File: src/rtl/brownout_recovery_ctrl.sv
// Brownout response sequencer: requests a context save, holds the system in reset,
// and releases only after the supply has qualified good for H_eff+1 consecutive samples.
module brownout_recovery_ctrl #(
  parameter int SAVE_TIMEOUT = 1024,
  parameter int EVT_W        = 8
) (
  input  logic             CLK,
  input  logic             RST,
  input  logic             BROWNOUT,
  input  logic [19:0]      ADC_IN,
  input  logic [19:0]      RECOVER_THRESH,
  input  logic [15:0]      HOLD_CYCLES,
  input  logic             SAVE_ACK,
  output logic             SAVE_REQ,
  output logic             SYS_HOLD,
  output logic             SAVE_FAIL,
  output logic [1:0]       STATE,
  output logic [EVT_W-1:0] EVENT_COUNT
);

  localparam int DATA_W = 20;
  localparam logic [15:0] TMO_LAST = 16'(SAVE_TIMEOUT - 1);

  typedef enum logic [1:0] {
    ST_RUN     = 2'd0,
    ST_SAVE    = 2'd1,
    ST_HOLD    = 2'd2,
    ST_RECOVER = 2'd3
  } state_t;

  state_t           state_q, state_d;
  logic [15:0]      save_tmr_q, save_tmr_d;
  logic [15:0]      qual_q, qual_d;
  logic             save_fail_q, save_fail_d;
  logic [EVT_W-1:0] evt_q, evt_d;

  logic             good;
  logic [15:0]      h_eff;
  logic [16:0]      qual_inc;
  logic             qual_done;

  function automatic logic [EVT_W-1:0] sat_inc(input logic [EVT_W-1:0] v);
    return (v == {EVT_W{1'b1}}) ? v : v + 1'b1;
  endfunction

  assign good      = !BROWNOUT && (ADC_IN >= RECOVER_THRESH[DATA_W-1:0]);
  assign h_eff     = (HOLD_CYCLES == 16'd0) ? 16'd1 : HOLD_CYCLES;
  assign qual_inc  = {1'b0, qual_q} + 17'd1;
  assign qual_done = qual_inc >= {1'b0, h_eff};

  always_comb begin
    state_d     = state_q;
    save_tmr_d  = save_tmr_q;
    qual_d      = qual_q;
    save_fail_d = save_fail_q;
    evt_d       = evt_q;
    unique case (state_q)
      ST_RUN: begin
        if (BROWNOUT) begin
          state_d    = ST_SAVE;
          save_tmr_d = 16'd0;
          evt_d      = sat_inc(evt_q);
        end
      end
      ST_SAVE: begin
        // Ack takes priority over a timeout landing on the same edge.
        if (SAVE_ACK) begin
          state_d = ST_HOLD;
        end else if (save_tmr_q == TMO_LAST) begin
          state_d     = ST_HOLD;
          save_fail_d = 1'b1;
        end else begin
          save_tmr_d = save_tmr_q + 16'd1;
        end
      end
      ST_HOLD: begin
        if (good) begin
          state_d = ST_RECOVER;
          qual_d  = 16'd0;
        end
      end
      ST_RECOVER: begin
        if (!good) begin
          state_d = ST_HOLD;
        end else if (qual_done) begin
          state_d = ST_RUN;
        end else begin
          qual_d = qual_inc[15:0];
        end
      end
      default: state_d = ST_RUN;
    endcase
  end

  always_ff @(posedge CLK) begin
    if (RST) begin
      state_q     <= ST_RUN;
      save_tmr_q  <= 16'd0;
      qual_q      <= 16'd0;
      save_fail_q <= 1'b0;
      evt_q       <= '0;
    end else begin
      state_q     <= state_d;
      save_tmr_q  <= save_tmr_d;
      qual_q      <= qual_d;
      save_fail_q <= save_fail_d;
      evt_q       <= evt_d;
    end
  end

  assign SAVE_REQ    = (state_q == ST_SAVE);
  assign SYS_HOLD    = (state_q == ST_HOLD) || (state_q == ST_RECOVER);
  assign SAVE_FAIL   = save_fail_q;
  assign STATE       = state_q;
  assign EVENT_COUNT = evt_q;

endmodule

File: config.mk
export PLATFORM = sky130hd
export DESIGN_NAME = brownout_recovery_ctrl
export DESIGN_NICKNAME = d
export VERILOG_FILES = /design/src/rtl/brownout_recovery_ctrl.sv
export SDC_FILE = /design/constraint.sdc
export NUM_CORES = 1
export LEC_CHECK = 0
export ABC_AREA = 1
export BUFFER_PORTS_ARGS = -buffer_cell sky130_fd_sc_hd__buf_2
export CAP_MARGIN = 20
export CORE_MARGIN = 2
export CORE_UTILIZATION = 48
export CTS_CLUSTER_DIAMETER = 80
export DETAILED_ROUTE_END_ITERATION = 8
export HOLD_SLACK_MARGIN = 0.03
export PLACE_DENSITY_LB_ADDON = 0.1
export SYNTH_ARGS = -nofsm -noshare
export SYNTH_HDL_FRONTEND = slang
export SYNTH_SLANG_ARGS = --single-unit
File: constraint.sdc
create_clock -name CLK -period 4.3 [get_ports CLK]
set_clock_uncertainty 0.05 [all_clocks]
set_input_delay 0 -clock CLK [delete_from_list [all_inputs] [get_ports CLK]]
set_output_delay 0 -clock CLK [all_outputs]
set_load 0.01 [all_outputs]
==> reports/results.tsv, run 1 <==
stage	metric	value	unit
setup_path	crit_required	4470	ps
synthesis	synth_edf_count	0	
grt	grt_pass1_wl	12200	µm
synthesis	ys_types	39	
setup_path	crit_buf_inv	1	
drt	drtIter0Drc	86	
synthesis	yosysTopAreaCell	dfxtp_1	
setup_path	ff2ff_path_depth	17	
setup_path	worstPathArrival	3280	ps
grt	grt-ovfl-total	0	
grt	grt_pass1_vias	3024	
sta	finalMaxSlewViolations	0	
clock_network	htreeDepth	2	
floorplan	start_util	0.487	
grt	grt_usage	0.191	
setup_path	cpPeakStageDelay	400	ps
sta	setup_slack	1190	ps
drt	dr_total_vias	3327	
clock_network	post_cts_buffers	0	
synthesis	synth_top_area_share	0.248	
sta	tns	0	ps
sta	min_period_over_period	0.722	
final_layout	final_layout_size_suffix_gt1_frac	0.202	
clock_network	cts_buffers	5	
final_layout	fin_nets	697	
placement	gp_congestion	0.790	
final_layout	layout.cells.non_filler	698	
setup_path	cp-end-kind	register	
sta	setup_violations	0	
power_and_ir_drop	p_leak	2.05	nW
setup_path	worstSetupPathType	register to register	
clock_network	holdBufCountCts	0	
power_and_ir_drop	vdd_drop_max	0.000118	V
synthesis	synth_fp_nets	625	
floorplan	core_region_area	7140	µm²
clock_network	clk_pin_slew	80	ps
job	max_cap_violations	0	
min_path	whs_path_depth	5	
synthesis	seq_area_frac_synth	0.248	
clock_network	clk_latency	300	ps
synthesis	syn_avg_cell_area	6.61	µm²
synthesis	yosysWarnings	0	
floorplan	die_area	7940	µm²
sta	fmax	322	MHz
sta	finalCriticalPeriod	3110	ps
placement	placed_cells	690	
grt	grt_max_degree	26	
drt	drt-wirelength-per-cell	10.3	µm
min_path	min-delay-start	SAVE_ACK	
setup_path	crit_slowest_cell	dfxtp_1	
floorplan	die_h	89.1	µm
placement	dp_worst_setup_slack	1170	ps
drt	first_pass_iters	4	
final_layout	fillers	752	
floorplan	io_pins	73	
drt	drc	0	
floorplan	die_w	89.1	µm
sta	hold_violations	0	
setup_path	crit_top_cell	nand3_1	
sta	whs	123	ps
clock_network	clockBufferDepth	2	
setup_path	crit_path_max_fanout	16	
synthesis	async_reset_ff_frac	0	
placement	io_buffers	72	
drt	wl	7220	µm
setup_path	cp_top_family	simple AND/OR/NAND/NOR gates	
drt	ant_nets	0	
setup_path	r2r_end	qual_q[2]$_SDFFE_PP0P_	
min_path	hold_path_class	input pin to register	
clock_network	cts_root_buf	clkbuf_8	
clock_network	cts_tree	yes	
final_layout	diodes	0	
synthesis	yosysMostFrequentCell	nand2_1	
drt	vias_per_cell	4.77	
setup_path	cp-start-kind	register	
floorplan	row_count	31	
synthesis	ys_top_cells_by_count	121 x nand2_1, 94 x inv_1, 57 x nor2_1, 43 x dfxtp_1, 39 x ha_1	
placement	place_hpwl	5900	µm
synthesis	ys_ff_latch	43	
final_layout	ff_latch_area	861	µm²
power_and_ir_drop	p_per_area	264	nW/µm²
setup_path	reg2reg_from	qual_q[0]$_SDFFE_PP0P_	
synthesis	ys.flop_type	dfxtp_1	
clock_network	ctsResizeCount	0	
sta	relSlewSlack	0.612	
synthesis	syn_area	3480	µm²
grt	antenna_found_initial	0	
final_layout	syn2layout_area_growth	15.4	%
synthesis	synth_area_leaders	dfxtp_1 25%, ha_1 14%, nand2_1 13%	
sta	rsz0062_at_grt	no	
setup_path	crit_chain	nand3_1 > nor2_1 > inv_1 > nor2_2 > nand3_1 > nor2_1 > nand3_1 > xnor2_1 > ha_1 > nand3_1 > nor3_1 > nand2_1 > nor2_1 > nor2_4 > o21ai_4 > nand2_1 > a21oi_1	
sta	worstMarginPinSlew	582	ps
clock_network	cts.sink_count	43	
min_path	min_to	SAVE_FAIL$_SDFFE_PP0P_	
synthesis	syn_inst	526	
outcome	status	finished, final reports clean	
setup_path	rrSetupSlack	1190	ps
final_layout	multiInputGateArea	2200	µm²
[logic make-up after synthesis]
family / after synthesis / share of synthesized area
adder cells (fa/ha/maj): 39 / 0.140
buffers and inverters: 104 / 0.119
AO/OA/AOI/OAI: 71 / 0.124
flip-flops: 43 / 0.248
AND/OR/NAND/NOR: 254 / 0.332
XOR/XNOR: 15 / 0.0378
[placed cells by master, fill, tap and decap left out, types with 2 or more instances in the layout]
cell      count
buf_2        72
nor2_4        5
nor4_1        5
or2_2         4
nand2_1     121
dfxtp_1      43
a21oi_1      36
nand2_2      14
nor2_1       57
inv_1        94
clkbuf_8      7
nor3_1       16
inv_2         3
ha_1         39
xor2_1       11
a21oi_2      10
a21o_1        2
nand4_1       4
xnor2_1       4
nand3_1      19
nand3b_1      2
o21ai_0      14
o21a_1        2
[flip-flops by register name, indices dropped and copies added, names as in the netlist]
signal / flops
qual_q: 16
save_tmr_q: 16
STATE: 2
EVENT_COUNT: 8
SAVE_FAIL: 1
[worst max path at each step]
stage          slack [ps]                       to                    from  cells past startpoint
2_1_floorplan        1590  qual_q[10]$_SDFFE_PP0P_  qual_q[0]$_SDFFE_PP0P_                     18
3_3_place_gp         1280  qual_q[15]$_SDFFE_PP0P_  qual_q[0]$_SDFFE_PP0P_                     18
3_5_place_dp         1170   qual_q[8]$_SDFFE_PP0P_  qual_q[0]$_SDFFE_PP0P_                     17
4_1_cts              1150   qual_q[8]$_SDFFE_PP0P_  qual_q[0]$_SDFFE_PP0P_                     17
5_1_grt               770   qual_q[7]$_SDFFE_PP0P_  qual_q[0]$_SDFFE_PP0P_                     17
6_report             1190   qual_q[2]$_SDFFE_PP0P_  qual_q[0]$_SDFFE_PP0P_                     17
[worst min-delay path, stage by stage]
cell and delay [ps]:
buf_2 70, nor2_1 50, inv_1 80, nor2_1 60, o21a_1 160
[per-stage QoR]
step / cell area (µm²) / total power, mW / utilization
5_1_grt: 4010 / 1.14 / 0.562
3_3_place_gp: 3910 / 0.781 / 0.548
6_report: 4010 / 1.06 / 0.562
3_5_place_dp: 3910 / 0.790 / 0.548
2_1_floorplan: 3480 / 0.689 / -
4_1_cts: 4010 / 1.08 / 0.562
[power breakdown]
group	switching, mW	internal, mW
clock network	0.136	0.147
logic	0.201	0.117
registers	0.0347	0.422
[cell type report]
type,count,area share
multi-input combinational,379,0.549
sequential,43,0.215
inverter,97,0.0907
timing repair buffer,72,0.0898
tap,99,0.0309
clock buffer,8,0.0249
[routing by layer]
layer / up-vias / share of wire / track usage
met5: - / 0 / 0
met4: 0 / 0.017 / 0.0678
met3: 11 / 0.039 / 0.0277
met2: 67 / 0.49 / 0.362
met1: 1438 / 0.46 / 0.214
li1: 1811 / - / -
Note: power is estimated with default switching activity, not from simulation.
==> inputs of run 2 (changes only) <==
--- a/config.mk
+++ b/config.mk
@@ -5,7 +5,7 @@
 export SDC_FILE = /design/constraint.sdc
 export NUM_CORES = 1
 export LEC_CHECK = 0
-export ABC_AREA = 1
+export ABC_AREA = 0
 export BUFFER_PORTS_ARGS = -buffer_cell sky130_fd_sc_hd__buf_2
 export CAP_MARGIN = 20
 export CORE_MARGIN = 2
==> constraint.sdc (replaced) <==
create_clock -name CLK -period 3 [get_ports CLK]
set_clock_uncertainty 0.05 [all_clocks]
set_input_delay 0 -clock CLK [delete_from_list [all_inputs] [get_ports CLK]]
set_output_delay 0 -clock CLK [all_outputs]
set_load 0.01 [all_outputs]
==> run 2 against run 1 <==
Highest routed layer unchanged. Critical endpoint is now qual_q[13]$_SDFFE_PP0P_. The flow now finishes with violations (negative setup slack). Synthesized cell count decreased by 29%. Via count decreased by 10%. Worst setup slack got worse by 1500 ps. Critical path type unchanged. Register-to-register slack got worse by 1500 ps. Total power increased by 25%. Clock power increased by 84%.
==> reports/results.tsv, run 2 <==
stage	metric	value	unit	change
setup_path	crit_required	3150	ps	was 4470 ps
setup_path	crit_path_max_fanout	5		was 16
clock_network	cts.sink_count	43		unchanged
power_and_ir_drop	p_per_area	323	nW/µm²	was 264 nW/µm²
sta	worstMarginPinSlew	472	ps	was 582 ps
synthesis	yosysTopAreaCell	dfxtp_1		unchanged
sta	rsz0062_at_grt	yes		was no
outcome	status	complete, but fails checks		was finished, final reports clean
power_and_ir_drop	vdd_drop_max	0.000331	V	was 0.000118 V
final_layout	fillers	571		was 752
clock_network	cts_buffers	5		unchanged
drt	wl	7270	µm	was 7220 µm
sta	tns	-4270	ps	was 0 ps
synthesis	synth_area_leaders	dfxtp_1 28%, ha_1 16%, xor2_1 5.8%		was dfxtp_1 25%, ha_1 14%, nand2_1 13%
placement	io_buffers	72		unchanged
min_path	hold_path_class	input pin to register		unchanged
grt	grt_max_degree	17		was 26
clock_network	cts_root_buf	clkbuf_8		unchanged
synthesis	yosysMostFrequentCell	dfxtp_1		was nand2_1
synthesis	synth_edf_count	0		unchanged
placement	placed_cells	554		was 690
floorplan	io_pins	73		unchanged
synthesis	synth_fp_nets	475		was 625
drt	dr_total_vias	2982		was 3327
final_layout	final_layout_size_suffix_gt1_frac	0.313		was 0.202
setup_path	worstPathArrival	3500	ps	was 3280 ps
final_layout	final_common_cell	buf_2		was nand2_1
synthesis	syn_area	3040	µm²	was 3480 µm²
synthesis	synth_top_area_share	0.283		was 0.248
sta	setup_violations	18		was 0
synthesis	ys_top_cells_by_count	43 x dfxtp_1, 41 x inv_1, 39 x ha_1, 39 x nor2_1, 28 x nand2_1		was 121 x nand2_1, 94 x inv_1, 57 x nor2_1, 43 x dfxtp_1, 39 x ha_1
setup_path	cp-end-kind	register		unchanged
drt	vias_per_cell	5.21		was 4.77
synthesis	yosysWarnings	0		unchanged
synthesis	seq_area_frac_synth	0.283		was 0.248
setup_path	rrSetupSlack	-350	ps	was 1190 ps
grt	antenna_found_initial	0		unchanged
setup_path	cp-start-kind	register		unchanged
synthesis	syn_avg_cell_area	8.09	µm²	was 6.61 µm²
clock_network	clk_pin_slew	80	ps	about the same
final_layout	syn2layout_area_growth	34.2	%	was 15.4%
setup_path	worstSetupPathType	register to register		unchanged
clock_network	clk_latency	290	ps	was 300 ps
clock_network	clockBufferDepth	2		unchanged
final_layout	fin_nets	593		was 697
sta	finalMaxSlewViolations	0		unchanged
synthesis	syn_inst	376		was 526
final_layout	layout_common_cells	72 x buf_2, 42 x buf_4, 41 x inv_1		was 121 x nand2_1, 94 x inv_1, 72 x buf_2
sta	finalCriticalPeriod	3350	ps	was 3110 ps
final_layout	layout.cells.non_filler	572		was 698
grt	grt_usage	0.210		was 0.191
job	max_cap_violations	0		unchanged
floorplan	die_w	83.6	µm	was 89.1 µm
sta	setup_slack	-354	ps	was 1190 ps
placement	gp_congestion	0.819		was 0.790
drt	drtIter0Drc	76		was 86
grt	grt-ovfl-total	0		unchanged
drt	drt-wirelength-per-cell	12.7	µm	was 10.3 µm
synthesis	ys_types	50		was 39
drt	first_pass_iters	5		was 4
sta	fmax	298	MHz	was 322 MHz
synthesis	async_reset_ff_frac	0		unchanged
drt	ant_nets	0		unchanged
final_layout	diodes	0		unchanged
floorplan	row_count	29		was 31
final_layout	utilization	0.654		was 0.562
synthesis	ys.flop_type	dfxtp_1		unchanged
floorplan	core_region_area	6240	µm²	was 7140 µm²
grt	grt_pass1_vias	2903		was 3024
floorplan	die_area	6990	µm²	was 7940 µm²
clock_network	cts_tree	yes		unchanged
floorplan	start_util	0.488		was 0.487
synthesis	ys_ff_latch	43		unchanged
power_and_ir_drop	p_leak	1.98	nW	was 2.05 nW
sta	min_period_over_period	1.12		was 0.722
sta	relSlewSlack	0.684		was 0.612
grt	grt_pass1_wl	12500	µm	was 12200 µm
outcome	violations	negative setup slack		
floorplan	die_h	83.6	µm	was 89.1 µm
clock_network	htreeDepth	2		unchanged
placement	place_hpwl	5640	µm	was 5900 µm
sta	hold_violations	0		unchanged
drt	drc	0		unchanged
-- run 2: power breakdown --
group	total, mW	internal [mW]	leakage [nW]	switching (mW)
combinational	0.207	0.0974	1.57	0.110
clock	0.518	0.333	0.0654	0.185
sequential	0.596	0.581	0.350	0.0155
total	1.32	1.01	1.98	0.310
-- run 2: cell type report --
type	instances	area (µm²)	area share
clock buffers	6	72.6	0.0178
clock inverters	2	60.1	0.0147
inverters	42	158	0.0386
multi-input cells	283	2090	0.513
flip-flops and latches	43	867	0.212
well taps	77	96.3	0.0236
repair buffers	119	737	0.180
-- run 2: cell families (layout without fill, tap and decap cells) --
group	count (synthesis)	count (layout)	share of synthesized area
flops	43	43	0.283
mux	4	4	0.0136
xor+xnor	32	32	0.0921
fa+ha+maj	39	39	0.160
simple gates	137	137	0.231
buf+inv	50	169	0.0666
compound gates	71	71	0.153
-- run 2: what timing repair did --
| action | CTS | global route |
|---|---|---|
| gates resized for setup | 10 | 8 |
| hold buffers | 3 | 0 |
| buffers inserted | 2 | 5 |
| pin swaps | 1 | 5 |
| endpoints found under the setup margin | 18 | 18 |
| hold endpoints to repair | 11 | 0 |
-- run 2: stage by stage --
step / instance area, µm² / setup slack [ps] / power, mW / hold WS [ps]
floorplan: 3080 / -171 / 0.731 / 12.0
global placement: 3760 / -322 / 0.808 / 271
global route: 4080 / -474 / 1.40 / 405
CTS: 4000 / -279 / 1.34 / 359
finish: 4080 / -354 / 1.32 / 370
detailed placement: 3760 / -336 / 0.813 / 282
-- run 2: path summary, 6_finish.rpt --
path                                                 start                           to  cells after the start
worst max-delay path                qual_q[4]$_SDFFE_PP0P_      qual_q[13]$_SDFFE_PP0P_                     15
worst min-delay path                              BROWNOUT  EVENT_COUNT[0]$_SDFFE_PP0P_                      5
worst max register to register      qual_q[4]$_SDFFE_PP0P_      qual_q[13]$_SDFFE_PP0P_                     15
worst min register to register  save_tmr_q[8]$_SDFFE_PP0P_   save_tmr_q[8]$_SDFFE_PP0P_                      2
-- run 2: critical path, stage by stage, from the launching register on --
cell	delay, ps
dfxtp_2	340
and3_4	210
and3_4	200
and3_4	180
and3_4	200
nand3_4	80
xnor2_2	140
ha_2	190
a21oi_2	120
nor2_1	50
or4_4	520
a211oi_4	230
buf_6	170
nand2_4	60
or2_4	280
o31ai_2	250
-- run 2: per-layer routing --
metal  share of wire  vias up  track usage
met3           0.042       13       0.0366
met2            0.49       61        0.364
met4           0.013        0       0.0528
met1            0.45     1349        0.271
li1                -     1559            -
met5               0        -            0
==> inputs of run 3 (changes only) <==
--- a/config.mk
+++ b/config.mk
@@ -8,6 +8,7 @@
 export ABC_AREA = 0
 export BUFFER_PORTS_ARGS = -buffer_cell sky130_fd_sc_hd__buf_2
 export CAP_MARGIN = 20
+export CORE_ASPECT_RATIO = 0.5
 export CORE_MARGIN = 2
 export CORE_UTILIZATION = 48
 export CTS_CLUSTER_DIAMETER = 80
==> run 3 against run 2 <==
Total power rose by 4.5%. Critical path depth down 1. Register-to-register slack hardly changed. Flip-flop and latch count stayed put. Largest cell class unchanged. The flow still finishes with violations (negative setup slack). Die area rose by 0.55%. Via count grew 3.6%.
==> reports/results.tsv, run 3 (same netlist as run 2, synthesis figures left out) <==
stage	metric	value	unit	change
floorplan	die_w	117	µm	was 83.6 µm
placement	io_buffers	72		unchanged
sta	worstMarginPinSlew	529	ps	was 472 ps
clock_network	htreeDepth	2		unchanged
grt	grt-ovfl-total	0		unchanged
power_and_ir_drop	power.share.combinational	0.154		was 0.157
power_and_ir_drop	vdd_drop_max	0.000212	V	was 0.000331 V
drt	wl	8040	µm	was 7270 µm
placement	placed_cells	565		was 554
clock_network	cts_buffers	5		unchanged
outcome	violations	negative setup slack		unchanged
sta	hold_violations	0		unchanged
min_path	hold_path_class	input pin to register		unchanged
sta	setup_violations	18		unchanged
clock_network	cts_tree	yes		unchanged
final_layout	final_common_cell	buf_2		unchanged
floorplan	die_area	7030	µm²	was 6990 µm²
final_layout	fin_nets	590		was 593
setup_path	cp-start-kind	register		unchanged
clock_network	cts.sink_count	43		unchanged
floorplan	die_h	60.3	µm	was 83.6 µm
drt	ant_nets	0		unchanged
drt	first_pass_iters	4		was 5
sta	finalCriticalPeriod	3360	ps	was 3350 ps
final_layout	layout.cells.non_filler	580		was 572
grt	antenna_found_initial	0		unchanged
floorplan	row_count	20		was 29
sta	relSlewSlack	0.646		was 0.684
setup_path	worstSetupPathType	register to register		unchanged
clock_network	cts_root_buf	clkbuf_16		was clkbuf_8
power_and_ir_drop	power.switching	347	µW	was 310 µW
setup_path	cp-end-kind	register		unchanged
final_layout	layout_common_cells	72 x buf_2, 41 x inv_1, 39 x buf_4		was 72 x buf_2, 42 x buf_4, 41 x inv_1
grt	grt_max_degree	17		unchanged
floorplan	core_region_area	6110	µm²	was 6240 µm²
setup_path	crit_path_max_fanout	5		unchanged
grt	grt_pass1_wl	12600	µm	was 12500 µm
power_and_ir_drop	p_leak	1.97	nW	was 1.98 nW
job	max_cap_violations	0		unchanged
drt	dr_total_vias	3089		was 2982
placement	place_hpwl	6120	µm	was 5640 µm
floorplan	start_util	0.498		was 0.488
power_and_ir_drop	p_per_area	331	nW/µm²	was 323 nW/µm²
sta	finalMaxSlewViolations	0		unchanged
final_layout	final_layout_size_suffix_gt1_frac	0.335		was 0.313
drt	vias_per_cell	5.33		was 5.21
power_and_ir_drop	intPower	1.03	mW	was 1.01 mW
sta	whs	361	ps	was 370 ps
placement	gp_congestion	0.872		was 0.819
outcome	status	complete, but fails checks		unchanged
grt	grt_usage	0.229		was 0.210
clock_network	clk_latency	280	ps	was 290 ps
final_layout	syn2layout_area_growth	37.0	%	was 34.2%
placement	dp_worst_setup_slack	-319	ps	was -336 ps
clock_network	clockBufferDepth	2		unchanged
sta	rsz0062_at_grt	yes		unchanged
sta	setup_slack	-359	ps	was -354 ps
final_layout	utilization	0.683		was 0.654
sta	fmax	298	MHz	about the same
sta	min_period_over_period	1.12		about the same
power_and_ir_drop	clkPwrFrac	0.412		was 0.392
drt	drtIter0Drc	118		was 76
drt	drt-wirelength-per-cell	13.9	µm	was 12.7 µm
power_and_ir_drop	switching_share	0.251		was 0.235
power_and_ir_drop	p_seq_frac	0.434		was 0.451
drt	drc	0		unchanged
power_and_ir_drop	total_power	1.38	mW	was 1.32 mW
grt	grt_pass1_vias	2938		was 2903
setup_path	worstPathArrival	3510	ps	was 3500 ps
clock_network	clk_pin_slew	60	ps	was 80 ps
final_layout	diodes	0		unchanged
setup_path	crit_required	3150	ps	about the same
floorplan	io_pins	73		unchanged
-- run 3: per-stage QoR --
stage / TNS (ps) / instance area, µm²
2_1_floorplan: -1520 / 3080
3_3_place_gp: -3710 / 3780
3_5_place_dp: -4260 / 3780
4_1_cts: -3540 / 4040
5_1_grt: -7830 / 4170
6_report: -5540 / 4170
-- run 3: area by class of cell --
cell class | count | area (µm²)
multi-input cells | 283 | 2170
clock buffers | 7 | 153
clock inverters | 1 | 7.51
repair buffers | 116 | 707
flip-flops and latches | 43 | 867
well taps | 88 | 110
fillers | 536 | 1940
inverters | 42 | 158
-- run 3: worst paths after layout --
check | slack (ps) | depth (start not counted) | from | to
min | 360 | 5 | BROWNOUT | EVENT_COUNT[0]$_SDFFE_PP0P_
max | -360 | 14 | qual_q[3]$_SDFFE_PP0P_ | qual_q[5]$_SDFFE_PP0P_
min reg2reg | 440 | 2 | SAVE_FAIL$_SDFFE_PP0P_ | SAVE_FAIL$_SDFFE_PP0P_
max reg2reg | -360 | 14 | qual_q[3]$_SDFFE_PP0P_ | qual_q[5]$_SDFFE_PP0P_
-- run 3: per-layer routing --
| layer | up-vias | wire length, µm | track usage | part of all wire |
|---|---|---|---|---|
| met3 | 9 | 448 | 0.0538 | 0.056 |
| met1 | 1445 | 3600 | 0.280 | 0.45 |
| met2 | 81 | 3920 | 0.419 | 0.49 |
| met5 | - | 0 | 0 | 0 |
| met4 | 0 | 63 | 0.0538 | 0.0078 |
| li1 | 1554 | - | - | - |
-- run 3: power groups by stage --
stage	Combinational (mW)	Clock (mW)	Sequential [mW]
3_3_place_gp	0.196	0	0.609
5_1_grt	0.242	0.604	0.601
4_1_cts	0.211	0.580	0.598
6_report	0.213	0.568	0.598
3_5_place_dp	0.206	0	0.610
2_1_floorplan	0.124	0	0.607
-- run 3: worst max-delay path: stages (launching register included) --
cell	delay, ps
dfxtp_2	330
and3_4	200
and3_4	190
and3_4	190
buf_4	110
xor2_1	240
ha_1	290
nand3_2	90
nor2_1	50
or4_4	550
a211oi_4	270
buf_6	160
nand2_4	60
or2_4	320
o31ai_2	180
-- run 3: repair_timing --
action                     4_1_cts  5_1_grt
resized for setup               16       17
buffers inserted                 1        4
hold endpoints to repair         5        0
pin swaps                        3       18
hold buffers                     2        0
setup endpoints to repair       18       18
